`src/rtl/posit_divider.sv`:
```
// Sequential posit<N,ES> divider, q = a / b.
// Operands are decoded to sign/scale/fraction, the significands go through a
// restoring divider (one quotient bit per cycle), and the result is re-encoded
// with round-to-nearest-even. Exactly one operation is in flight at a time.
//
// Handshake: a transfer happens on a rising edge where valid & ready are both
// high. Once out_valid is raised, q (and flags) are held stable until the
// edge where out_ready is also high. in_ready is high only while idle.
//
// Optional feature: define POSIT_DIV_FLAGS_EN to add the 4-bit flags output
// {nar, ovf_sat, unf_sat, inexact}. Without it there is no flag logic at all.
module posit_divider #(
  parameter int N  = 32,
  parameter int ES = 4
) (
  input  logic         clk,
  input  logic         rst_n,
  input  logic         in_valid,
  output logic         in_ready,
  input  logic [N-1:0] a,
  input  logic [N-1:0] b,
  output logic         out_valid,
  input  logic         out_ready,
  output logic [N-1:0] q
`ifdef POSIT_DIV_FLAGS_EN
  ,
  output logic [3:0]   flags
`endif
);

  localparam int FRAC_W = N - 3 - ES;      // widest fraction field
  localparam int QW     = FRAC_W + 3;      // quotient bits, incl. integer bit
  localparam int SW     = 11;              // signed scale width
  localparam int VW     = 2 * N;           // encoder staging width
  localparam int CW     = $clog2(QW);

  localparam logic [N-1:0] NAR    = {1'b1, {(N-1){1'b0}}};
  localparam logic [N-1:0] MAXPOS = {1'b0, {(N-1){1'b1}}};
  localparam logic [N-1:0] MINPOS = {{(N-1){1'b0}}, 1'b1};
  localparam logic signed [SW-1:0] MAXSC = SW'((N - 2) << ES);
  localparam logic signed [SW-1:0] MINSC = -MAXSC;

  typedef enum logic [2:0] {
    S_IDLE,
    S_DECODE,
    S_DIVIDE,
    S_ENCODE,
    S_DONE
  } state_t;

  state_t r_state, w_next;

  logic [N-1:0]           r_a, r_b, r_q;
  logic                   r_sign, r_special, r_in_ready, r_out_valid;
  logic signed [SW-1:0]   r_scale;
  logic [QW-2:0]          r_rem;    // partial remainder, always < 2 * divisor
  logic [FRAC_W:0]        r_div;    // {1, fb}
  logic [QW-1:0]          r_quo;
  logic [CW-1:0]          r_cnt;
`ifdef POSIT_DIV_FLAGS_EN
  logic [3:0]             r_flags;
`endif

  // Magnitude, regime run, exponent and fraction of one operand.
  // Returns {scale, fraction left-aligned to FRAC_W}.
  function automatic logic [SW+FRAC_W-1:0] decode_op(input logic [N-1:0] x);
    logic [N-2:0]         body;
    logic [N-2:0]         shifted;
    logic                 first;
    logic                 run_on;
    int                   run;
    logic signed [SW-1:0] k;
    logic signed [SW-1:0] e_ext;
    logic signed [SW-1:0] sc;
    body   = x[N-1] ? (~x[N-2:0] + 1'b1) : x[N-2:0];
    first  = body[N-2];
    run    = 0;
    run_on = 1'b1;
    for (int i = N - 2; i >= 0; i--) begin
      if (run_on && (body[i] == first)) run++;
      else run_on = 1'b0;
    end
    // Drop regime and terminator; missing exponent/fraction bits shift in as 0.
    shifted = body << (run + 1);
    k       = first ? SW'(run - 1) : -SW'(run);
    e_ext   = SW'(shifted[N-2 -: ES]);
    sc      = (k <<< ES) + e_ext;
    return {sc, shifted[N-2-ES -: FRAC_W]};
  endfunction

  logic [SW+FRAC_W-1:0] w_da, w_db;
  logic signed [SW-1:0] w_sa, w_sb;
  logic                 w_a_nar, w_b_nar, w_a_zero, w_b_zero, w_special;

  assign w_da      = decode_op(r_a);
  assign w_db      = decode_op(r_b);
  assign w_sa      = w_da[SW+FRAC_W-1 -: SW];
  assign w_sb      = w_db[SW+FRAC_W-1 -: SW];
  assign w_a_nar   = (r_a == NAR);
  assign w_b_nar   = (r_b == NAR);
  assign w_a_zero  = (r_a == '0);
  assign w_b_zero  = (r_b == '0);
  assign w_special = w_a_nar | w_b_nar | w_a_zero | w_b_zero;

  // One restoring-division step.
  logic          w_ge;
  logic [QW-2:0] w_sub, w_rem_sel;
  assign w_ge      = (r_rem >= {1'b0, r_div});
  assign w_sub     = r_rem - {1'b0, r_div};
  assign w_rem_sel = w_ge ? w_sub : r_rem;

  // Encoder: normalise, build {regime, exponent, fraction}, round, clamp.
  logic [QW-2:0]        w_frac;
  logic signed [SW-1:0] w_esc, w_k;
  logic [SW-1:0]        w_len;
  logic [ES-1:0]        w_e;
  logic [N-2:0]         w_tail, w_body;
  logic [VW-1:0]        w_mask, w_v;
  logic                 w_sticky, w_guard, w_rest, w_round;
  logic                 w_sat_hi, w_sat_lo, w_clamp_hi, w_clamp_lo;
  logic [N-1:0]         w_sum, w_mag, w_res;

  assign w_frac   = r_quo[QW-1] ? r_quo[QW-2:0] : {r_quo[QW-3:0], 1'b0};
  assign w_esc    = r_quo[QW-1] ? r_scale : (r_scale - SW'(1));
  assign w_k      = w_esc >>> ES;
  assign w_e      = w_esc[ES-1:0];
  assign w_sticky = (r_rem != '0);
  assign w_tail   = {w_e, w_frac};
  assign w_sat_hi = (w_esc > MAXSC);
  assign w_sat_lo = (w_esc < MINSC);

  // Regime pattern: k+1 ones then 0 for k >= 0, -k zeros then 1 for k < 0.
  always_comb begin
    w_mask = '0;
    w_len  = '0;
    if (w_k >= 0) begin
      w_mask = ~({VW{1'b1}} >> (w_k + SW'(1)));
      w_len  = w_k + SW'(2);
    end else begin
      w_mask = {1'b1, {(VW-1){1'b0}}} >> (-w_k);
      w_len  = SW'(1) - w_k;
    end
  end

  assign w_v        = ({w_tail, {(VW-N+1){1'b0}}} >> w_len) | w_mask;
  assign w_body     = w_v[VW-1 -: N-1];
  assign w_guard    = w_v[VW-N];
  assign w_rest     = (|w_v[VW-N-1:0]) | w_sticky;
  assign w_round    = w_guard & (w_rest | w_body[0]);
  assign w_sum      = {1'b0, w_body} + N'(w_round);
  assign w_clamp_hi = w_sum[N-1];
  assign w_clamp_lo = (w_sum == '0);

  // Saturate out of range scales; rounding never produces 0 or NaR.
  always_comb begin
    w_mag = w_sum;
    if (w_sat_hi || w_clamp_hi) w_mag = MAXPOS;
    else if (w_sat_lo || w_clamp_lo) w_mag = MINPOS;
  end

  assign w_res = r_sign ? (~w_mag + 1'b1) : w_mag;

  // FSM state register.
  always_ff @(posedge clk or negedge rst_n) begin
    if (!rst_n) r_state <= S_IDLE;
    else        r_state <= w_next;
  end

  // FSM next-state logic; specials skip DIVIDE and pass through ENCODE.
  always_comb begin
    w_next = r_state;
    case (r_state)
      S_IDLE:   if (in_valid && r_in_ready) w_next = S_DECODE;
      S_DECODE: w_next = w_special ? S_ENCODE : S_DIVIDE;
      S_DIVIDE: if (r_cnt == CW'(QW - 1)) w_next = S_ENCODE;
      S_ENCODE: w_next = S_DONE;
      S_DONE:   if (out_ready) w_next = S_IDLE;
      default:  w_next = S_IDLE;
    endcase
  end

  // Registered handshake outputs follow the state being entered.
  always_ff @(posedge clk or negedge rst_n) begin
    if (!rst_n) begin
      r_in_ready  <= 1'b0;
      r_out_valid <= 1'b0;
    end else begin
      r_in_ready  <= (w_next == S_IDLE);
      r_out_valid <= (w_next == S_DONE);
    end
  end

  // Datapath: latch operands, decode, iterate the divider, encode result.
  always_ff @(posedge clk or negedge rst_n) begin
    if (!rst_n) begin
      r_a       <= '0;
      r_b       <= '0;
      r_q       <= '0;
      r_sign    <= 1'b0;
      r_special <= 1'b0;
      r_scale   <= '0;
      r_rem     <= '0;
      r_div     <= '0;
      r_quo     <= '0;
      r_cnt     <= '0;
`ifdef POSIT_DIV_FLAGS_EN
      r_flags   <= '0;
`endif
    end else begin
      case (r_state)
        S_IDLE: begin
          if (in_valid && r_in_ready) begin
            r_a <= a;
            r_b <= b;
          end
        end
        S_DECODE: begin
          r_sign    <= r_a[N-1] ^ r_b[N-1];
          r_special <= w_special;
          r_scale   <= w_sa - w_sb;
          r_rem     <= {1'b0, 1'b1, w_da[FRAC_W-1:0]};
          r_div     <= {1'b1, w_db[FRAC_W-1:0]};
          r_quo     <= '0;
          r_cnt     <= '0;
          if (w_a_nar || w_b_nar || w_b_zero) r_q <= NAR;
          else if (w_a_zero)                  r_q <= '0;
`ifdef POSIT_DIV_FLAGS_EN
          if (w_special) r_flags <= {w_a_nar | w_b_nar | w_b_zero, 3'b000};
`endif
        end
        S_DIVIDE: begin
          r_rem <= {w_rem_sel[QW-3:0], 1'b0};
          r_quo <= {r_quo[QW-2:0], w_ge};
          r_cnt <= r_cnt + 1'b1;
        end
        S_ENCODE: begin
          if (!r_special) begin
            r_q <= w_res;
`ifdef POSIT_DIV_FLAGS_EN
            r_flags <= {1'b0,
                        w_sat_hi | (!w_sat_lo && w_clamp_hi),
                        w_sat_lo | (!w_sat_hi && !w_clamp_hi && w_clamp_lo),
                        w_guard | w_rest | w_sat_hi | w_sat_lo | w_clamp_hi | w_clamp_lo};
`endif
          end
        end
        default: ;
      endcase
    end
  end

  assign in_ready  = r_in_ready;
  assign out_valid = r_out_valid;
  assign q         = r_q;
`ifdef POSIT_DIV_FLAGS_EN
  assign flags     = r_flags;
`endif

endmodule

```
`config.mk`:
```
export PLATFORM = sky130hd
export DESIGN_NAME = posit_divider
export DESIGN_NICKNAME = d
export VERILOG_FILES = /design/src/rtl/posit_divider.sv
export SDC_FILE = /design/constraint.sdc
export NUM_CORES = 1
export LEC_CHECK = 0
export ABC_AREA = 1
export CAP_MARGIN = 20
export CORE_UTILIZATION = 51
export CTS_CLUSTER_DIAMETER = 200
export DETAILED_ROUTE_END_ITERATION = 16
export GPL_ROUTABILITY_DRIVEN = 0
export PLACE_DENSITY_LB_ADDON = 0.3
export RECOVER_POWER = 100
export SYNTH_ARGS = -nofsm -noshare
export SYNTH_HDL_FRONTEND = slang
export SYNTH_SLANG_ARGS = --single-unit
export TNS_END_PERCENT = 20
```
`constraint.sdc`:
```
create_clock -name clk -period 48.9 [get_ports clk]
set_input_delay 9.78 -clock clk [delete_from_list [all_inputs] [get_ports clk]]
set_output_delay 9.78 -clock clk [all_outputs]
set_load 0.02 [all_outputs]
```
* Yosys cells after proc, flatten, opt, wreduce, memory -nomap -nowiden *
Index checks and enable logic that the tools add are counted.

cells by class
  $add $sub $neg = 78
  $lt $le $gt $ge = 4
  eq/ne operators = 70
  shifts and indexed selects = 5
  multiplexer cells = 142
  bitwise operators = 12
  reductions and logical operators = 74

operator list
  kind                                                 number
  two-way mux 32 bit                                   64
  adder 32 x 2 -> 32 bit (second input constant)       59
  >> shifter 64 x 11 -> 64 bit (first input constant)  2
  zero test 32 bit                                     3
  == test 32 bit (second input constant)               2
  two-way mux 64 bit                                   1
  inverter 64 bit                                      1
  OR 64 bit                                            1
  case mux 32 bit (2 select lines)                     1
  << shifter 31 x 32 -> 31 bit                         2
  >> shifter 64 x 11 -> 64 bit                         1
  adder 31 x 1 -> 31 bit (second input constant)       2
  two-way mux 31 bit                                   2
  inverter 31 bit                                      2
  == test 1 bit                                        60
  logical AND 1 bit                                    59
  two-way mux 1 bit                                    59
  case mux 28 bit (2 select lines)                     1
  case mux 27 bit (2 select lines)                     1
  adder 31 x 1 -> 32 bit                               1
  adder 32 x 1 -> 32 bit (second input constant)       1
  inverter 32 bit                                      1
  OR reduction 32 bit                                  1
  greater-or-equal comparator 27 x 26 -> 1 bit         1
  other kinds (38)                                     57

storage, ports and cells
  flip-flop bits (word level) = 200
  bits of input ports = 68

* Longest topological paths before layout *
  word-level depth = 67
  gate-level depth with buffers = 142
  mapped depth without buffers = 142

* Least setup slack after synthesis *
Ideal clock, no wire load.

  path kind = register to register
  from = register r_b[0]
  to = register r_scale[10]
  library setup time = 0.134 ns
  data arrival time = 19.694 ns
  data required time = 48.766 ns
  slack = 29.072 ns
  cell stages (with the launch flop) = 139
  path buffers = 1
  period minus slack after synthesis = 19.828 ns
  cell sequence = dfrtp_1 inv_2 ha_1 inv_1 nor4_2 nand2_1 nor3_4 inv_2 nor4_2 nand2_2 o31ai_4 xor2_2 nand2_1 o21ai_2 nand2_1 o21ai_0 nand2_1 ha_1 [... 103 more ...] nand2_2 nand3_1 a21oi_1 ha_1 inv_1 ha_1 a21oi_1 o21ai_0 and2_1 nor2_1 nor2_1 nor2_1 o21bai_1 a21oi_1 xnor2_1 xor2_1 xnor2_1 mux2i_1

between the ends
  longest elaborated chain between the ends = 67
  elaborated cells on any way between the ends = 157
  those cells by class = add/sub: 35; eq/ne: 30; shift: 1; mux: 61; bitwise: 1; reduce/logical: 29

RTL lines
  element                                                            line    text
  start, declared                                                    53      logic [N-1:0] r_a, r_b, r_q;
  start signal, assigned                                             197     r_b <= '0;
  start signal, assigned                                             214     r_b <= b;
  inverter 31 bit                                                    75      body = x[N-1] ? (~x[N-2:0] + 1'b1) : x[N-2:0];
  adder 31 x 1 -> 31 bit                                             75
  two-way mux 31 bit (*)                                             75
  == test 1 bit                                                      80      if (run_on && (body[i] == first)) run++;
  two-way mux 2 bit or two-way mux 1 bit (tied branches)             80
  adder 32 x 2 -> 32 bit or logical AND 1 bit (tied branches)        80
  two-way mux 32 bit or two-way mux 1 bit (tied branches)            80
  adder 32 x 2 -> 32 bit or logical AND 1 bit (tied branches)        80
  [... 51 more ...]                                                  --
  adder 32 x 2 -> 32 bit or logical AND 1 bit (tied branches)        80
  two-way mux 32 bit or two-way mux 1 bit (tied branches)            80
  adder 32 x 2 -> 32 bit or logical AND 1 bit (tied branches)        80
  two-way mux 32 bit                                                 80
  adder 32 x 2 -> 32 bit (tied with other cells)                     84      shifted = body << (run + 1);
  << shifter 31 x 32 -> 31 bit or two-way mux 7 bit (tied branches)  84, 85
  adder 11 x 5 -> 11 bit (*)                                         87      sc = (k <<< ES) + e_ext;
  subtractor 11 bit (*)                                              220     r_scale <= w_sa - w_sb;
  end signal, assigned                                               220
  end, declared                                                      55      logic signed [SW-1:0] r_scale;

Every way passes the cells marked *; elsewhere a longest branch is shown, timed or not.
A chain may end at the register's enable or synchronous reset.

* Worst setup path after layout *
  from = register r_a[0]
  to = register r_scale[10]

between the ends
  longest elaborated chain between the ends = 67
  elaborated cells on any way between the ends = 157
  those cells by class = add/sub: 35; eq/ne: 30; shift: 1; mux: 61; bitwise: 1; reduce/logical: 29

RTL lines
  element                                                            line    text
  start, declared                                                    53
  start signal, assigned                                             196     r_a <= '0;
  start signal, assigned                                             213     r_a <= a;
  inverter 31 bit                                                    75
  adder 31 x 1 -> 31 bit                                             75
  two-way mux 31 bit (*)                                             75
  == test 1 bit                                                      80
  two-way mux 2 bit or two-way mux 1 bit (tied branches)             80
  adder 2 x 1 -> 3 bit or logical AND 1 bit (tied branches)          80
  two-way mux 32 bit or two-way mux 1 bit (tied branches)            80
  adder 32 x 2 -> 32 bit or logical AND 1 bit (tied branches)        80
  [... 51 more ...]                                                  --
  adder 32 x 2 -> 32 bit or logical AND 1 bit (tied branches)        80
  two-way mux 32 bit or two-way mux 1 bit (tied branches)            80
  adder 32 x 2 -> 32 bit or logical AND 1 bit (tied branches)        80
  two-way mux 32 bit                                                 80
  adder 32 x 2 -> 32 bit (tied with other cells)                     84
  << shifter 31 x 32 -> 31 bit or two-way mux 7 bit (tied branches)  84, 85
  adder 11 x 5 -> 11 bit (*)                                         87
  subtractor 11 bit (*)                                              220

Marked as above.

==> qor.txt <==
status - complete, but fails checks
failing checks - max-capacitance violations, max-slew violations
Crit path top cell by count - nand2_1
clock slew at reported path FFs - 0.09 ns
Fin. Hold Viols - 0
share of the synthesized area in the top cell type - 17.1%
layout cells sized above 1 - 10.9%
die area - 58200 µm²
dpl cells - 5523
hold depth - 2
worst skew pair latency - 0.50 ns
Final nets - 4969
PortBufs - 101
vias in the first global route - 27351
post-synthesis adder-cell area fraction - 4.85%
async set or reset register ratio after synthesis - 100%
YS warnings - 0
EDFF count, synth - 0
Synth Area in Compound Gates - 14.6%
max-cap violations - 10
CTS Buf Count - 17
ANT cells - 0
crit path time final - 25.08 ns
post-CTS setup buffers - 0
Worst Path Required - 49.21 ns
slowest stage delay, CP - 1.76 ns
TNS Setup - 0 ns
Crit. End Element - flop
Arrival @ worst endpoint - 25.39 ns
total number of vias - 30695
drt via density - 5.52
dominant cells by area after synthesis - dfrtp_1 17%, nand2_1 16%, inv_1 7.5%, nand3_1 7.5%, nor2_1 5.9%
synthesized cell area - 29200 µm²
Die Span X - 241 µm
WL final - 78800 µm
commonest cells after routing, fill and taps aside - 1242 x nand2_1, 585 x inv_1, 466 x nor2_1, 438 x nand3_1, 291 x o21ai_0
# IOs - 102
gr usage total - 27.1%
total DRC errors in the routed layout - 0
initial antenna violation count - 1
Antenna Violating Nets Remaining - 0
worst r2r path cells - 129
Overflow after GRT - 0
first-pass GRT wire length - 131000 µm
Initial Util - 51.7%
Iter 0 DRT Violations - 2728
Synth Register Bits - 200
PostCTS Resize Cnt - 0
largest family of logic cells by synthesized area - simple AND/OR/NAND/NOR gates
Core Area - 56500 µm²
Synth Area in XOR/XNOR - 5.72%
DRT Pass-1 Iters - 6
sequential area share after synthesis - 17.1%
largest net degree at the start of global routing - 80
RSZ-0062 raised after global routing - false
Area Overhead vs Synth - 5.98%
CTS max path bufs - 2
H-tree depth - 4
Row Count - 87
startpoint types - flop
commonest non-fill, non-tap cell in the layout - nand2_1
clock tree root driver cell - clkbuf_16
CTS tree - yes
Least-Margin Pin Slew - 4.38 ns
mean routed wirelength per cell - 14.2 µm
Hold-fix buffers, CTS - 0
fin. max-slew vios - 536
syn_area_per_cell - 6.08 µm²
Synth Area in Simple Gates - 45.2%
Die H - 241 µm
Crit Path Max Fanout - 41
Top FF cell, synth - dfrtp_1
cell count after synthesis - 4806
Slowest-stage cell, CP - nor2_1
Worst slew margin - -192%
final cell count without fillers - 5558
worst hold path class - flop to flop
period utilisation layout - 51.3%
Final setup viols - 0
final worst clock skew - 0.0201 ns
Unique masters post-synth - 87
Synth area leader - dfrtp_1
max frequency - 0.0399 GHz
post-synth net total - 4986
WS Path Type - flop to flop
Detailed Place HPWL - 62400 µm
CTS Sinks - 200
multiplexer area fraction after synthesis - 0.994%
==> logic make-up after synthesis <==
family	after synthesis
fa+ha+maj	112
compound gates	730
buf+inv	804
mux	27
simple gates	2743
xor+xnor	190
flops	200
==> synth_stat cells (6+ instances only) <==
cell type and instances:
o21ai_2 14, nand3_1 435, nand2_1 1239, or2_2 29
nor3_1 38, a21oi_1 164, o21bai_1 6, o21ai_0 274
buf_6 16, o31ai_1 13, nor2_1 462, o211ai_1 63
nor4_1 29, o22ai_1 35, nand4_1 98, clkinv_1 12
a31oi_1 38, clkbuf_8 10, clkbuf_1 109, nand3_4 12
nand2_2 150, buf_4 13, o21a_1 7, o21ai_1 53
buf_1 10, nor2_4 14, xnor2_1 53, nor2_2 41
o221ai_1 12, dfrtp_1 200, inv_2 39, nand3b_1 15
and2_1 16, xor2_1 136, nand3_2 95, mux2_2 16
mux2i_1 11, a21oi_2 10, inv_1 581, nor3_2 10
nand2_4 34, ha_1 110
==> area by class of cell <==
| cell class | instances | area [µm²] |
|---|---|---|
| Fill cell | 5812 | 25500 |
| Clock buffer | 17 | 425 |
| Tap cell | 756 | 946 |
| Multi-Input combinational cell | 3802 | 20800 |
| Sequential cell | 200 | 5000 |
| Clock inverter | 15 | 199 |
| Inverter | 637 | 2400 |
| Timing Repair Buffer | 131 | 1210 |
==> worst paths after layout <==
| path | start | to | slack, ns |
|---|---|---|---|
| max | r_a[0] | r_scale[10] | 23.82 |
| min | r_div[25] | r_div[25] | 0.47 |
| max reg2reg | r_a[0] | r_scale[10] | 23.82 |
| min reg2reg | r_div[25] | r_div[25] | 0.47 |
| max in group asynchronous | rst_n | r_a[29] | 32.49 |
| min in group asynchronous | rst_n | r_quo[10] | 10.81 |
==> state kept, by name, summed over array words and instances, names as in the netlist <==
| register | count |
|---|---|
| r_scale | 11 |
| r_b | 32 |
| q | 32 |
| r_special | 1 |
| out_valid | 1 |
| r_div | 26 |
| r_a | 32 |
| r_sign | 1 |
| in_ready | 1 |
| r_rem | 27 |
| r_cnt | 5 |
| r_quo | 28 |
| r_state | 3 |
==> per-layer routing <==
| layer | up-vias | wire length [µm] | track usage (%) |
|---|---|---|---|
| li1 | 15729 | - | - |
| met1 | 13771 | 36400 | 36.8 |
| met2 | 1027 | 35200 | 43.7 |
| met3 | 164 | 5000 | 3.89 |
| met4 | 4 | 2190 | 9.57 |
| met5 | - | 71 | 0 |
==> worst max-delay path, delay by kind of cell, from the launching register on <==
family          cells  cell delay [ns]
simple gates       66            10.88
fa+ha+maj          30             8.32
compound gates     16             3.02
buf+inv            13             1.69
xor+xnor            3             0.52
flops               1             0.40
mux                 1             0.08
==> metrics by stage <==
step	hold slack [ns]	utilization [%]	setup WS [ns]	area, µm²
6_report	0.467	54.8	23.82	31000
3_3_place_gp	0.448	54.0	27.28	30500
4_1_cts	0.469	55.1	26.65	31100
5_1_grt	0.500	54.8	21.46	31000
3_5_place_dp	0.449	54.0	26.67	30500
2_1_floorplan	0.425	-	29.07	29200
Power is left out: the tool's default activity adds up to more than one toggle a clock period on the data nets, which glitch-free logic cannot reach.
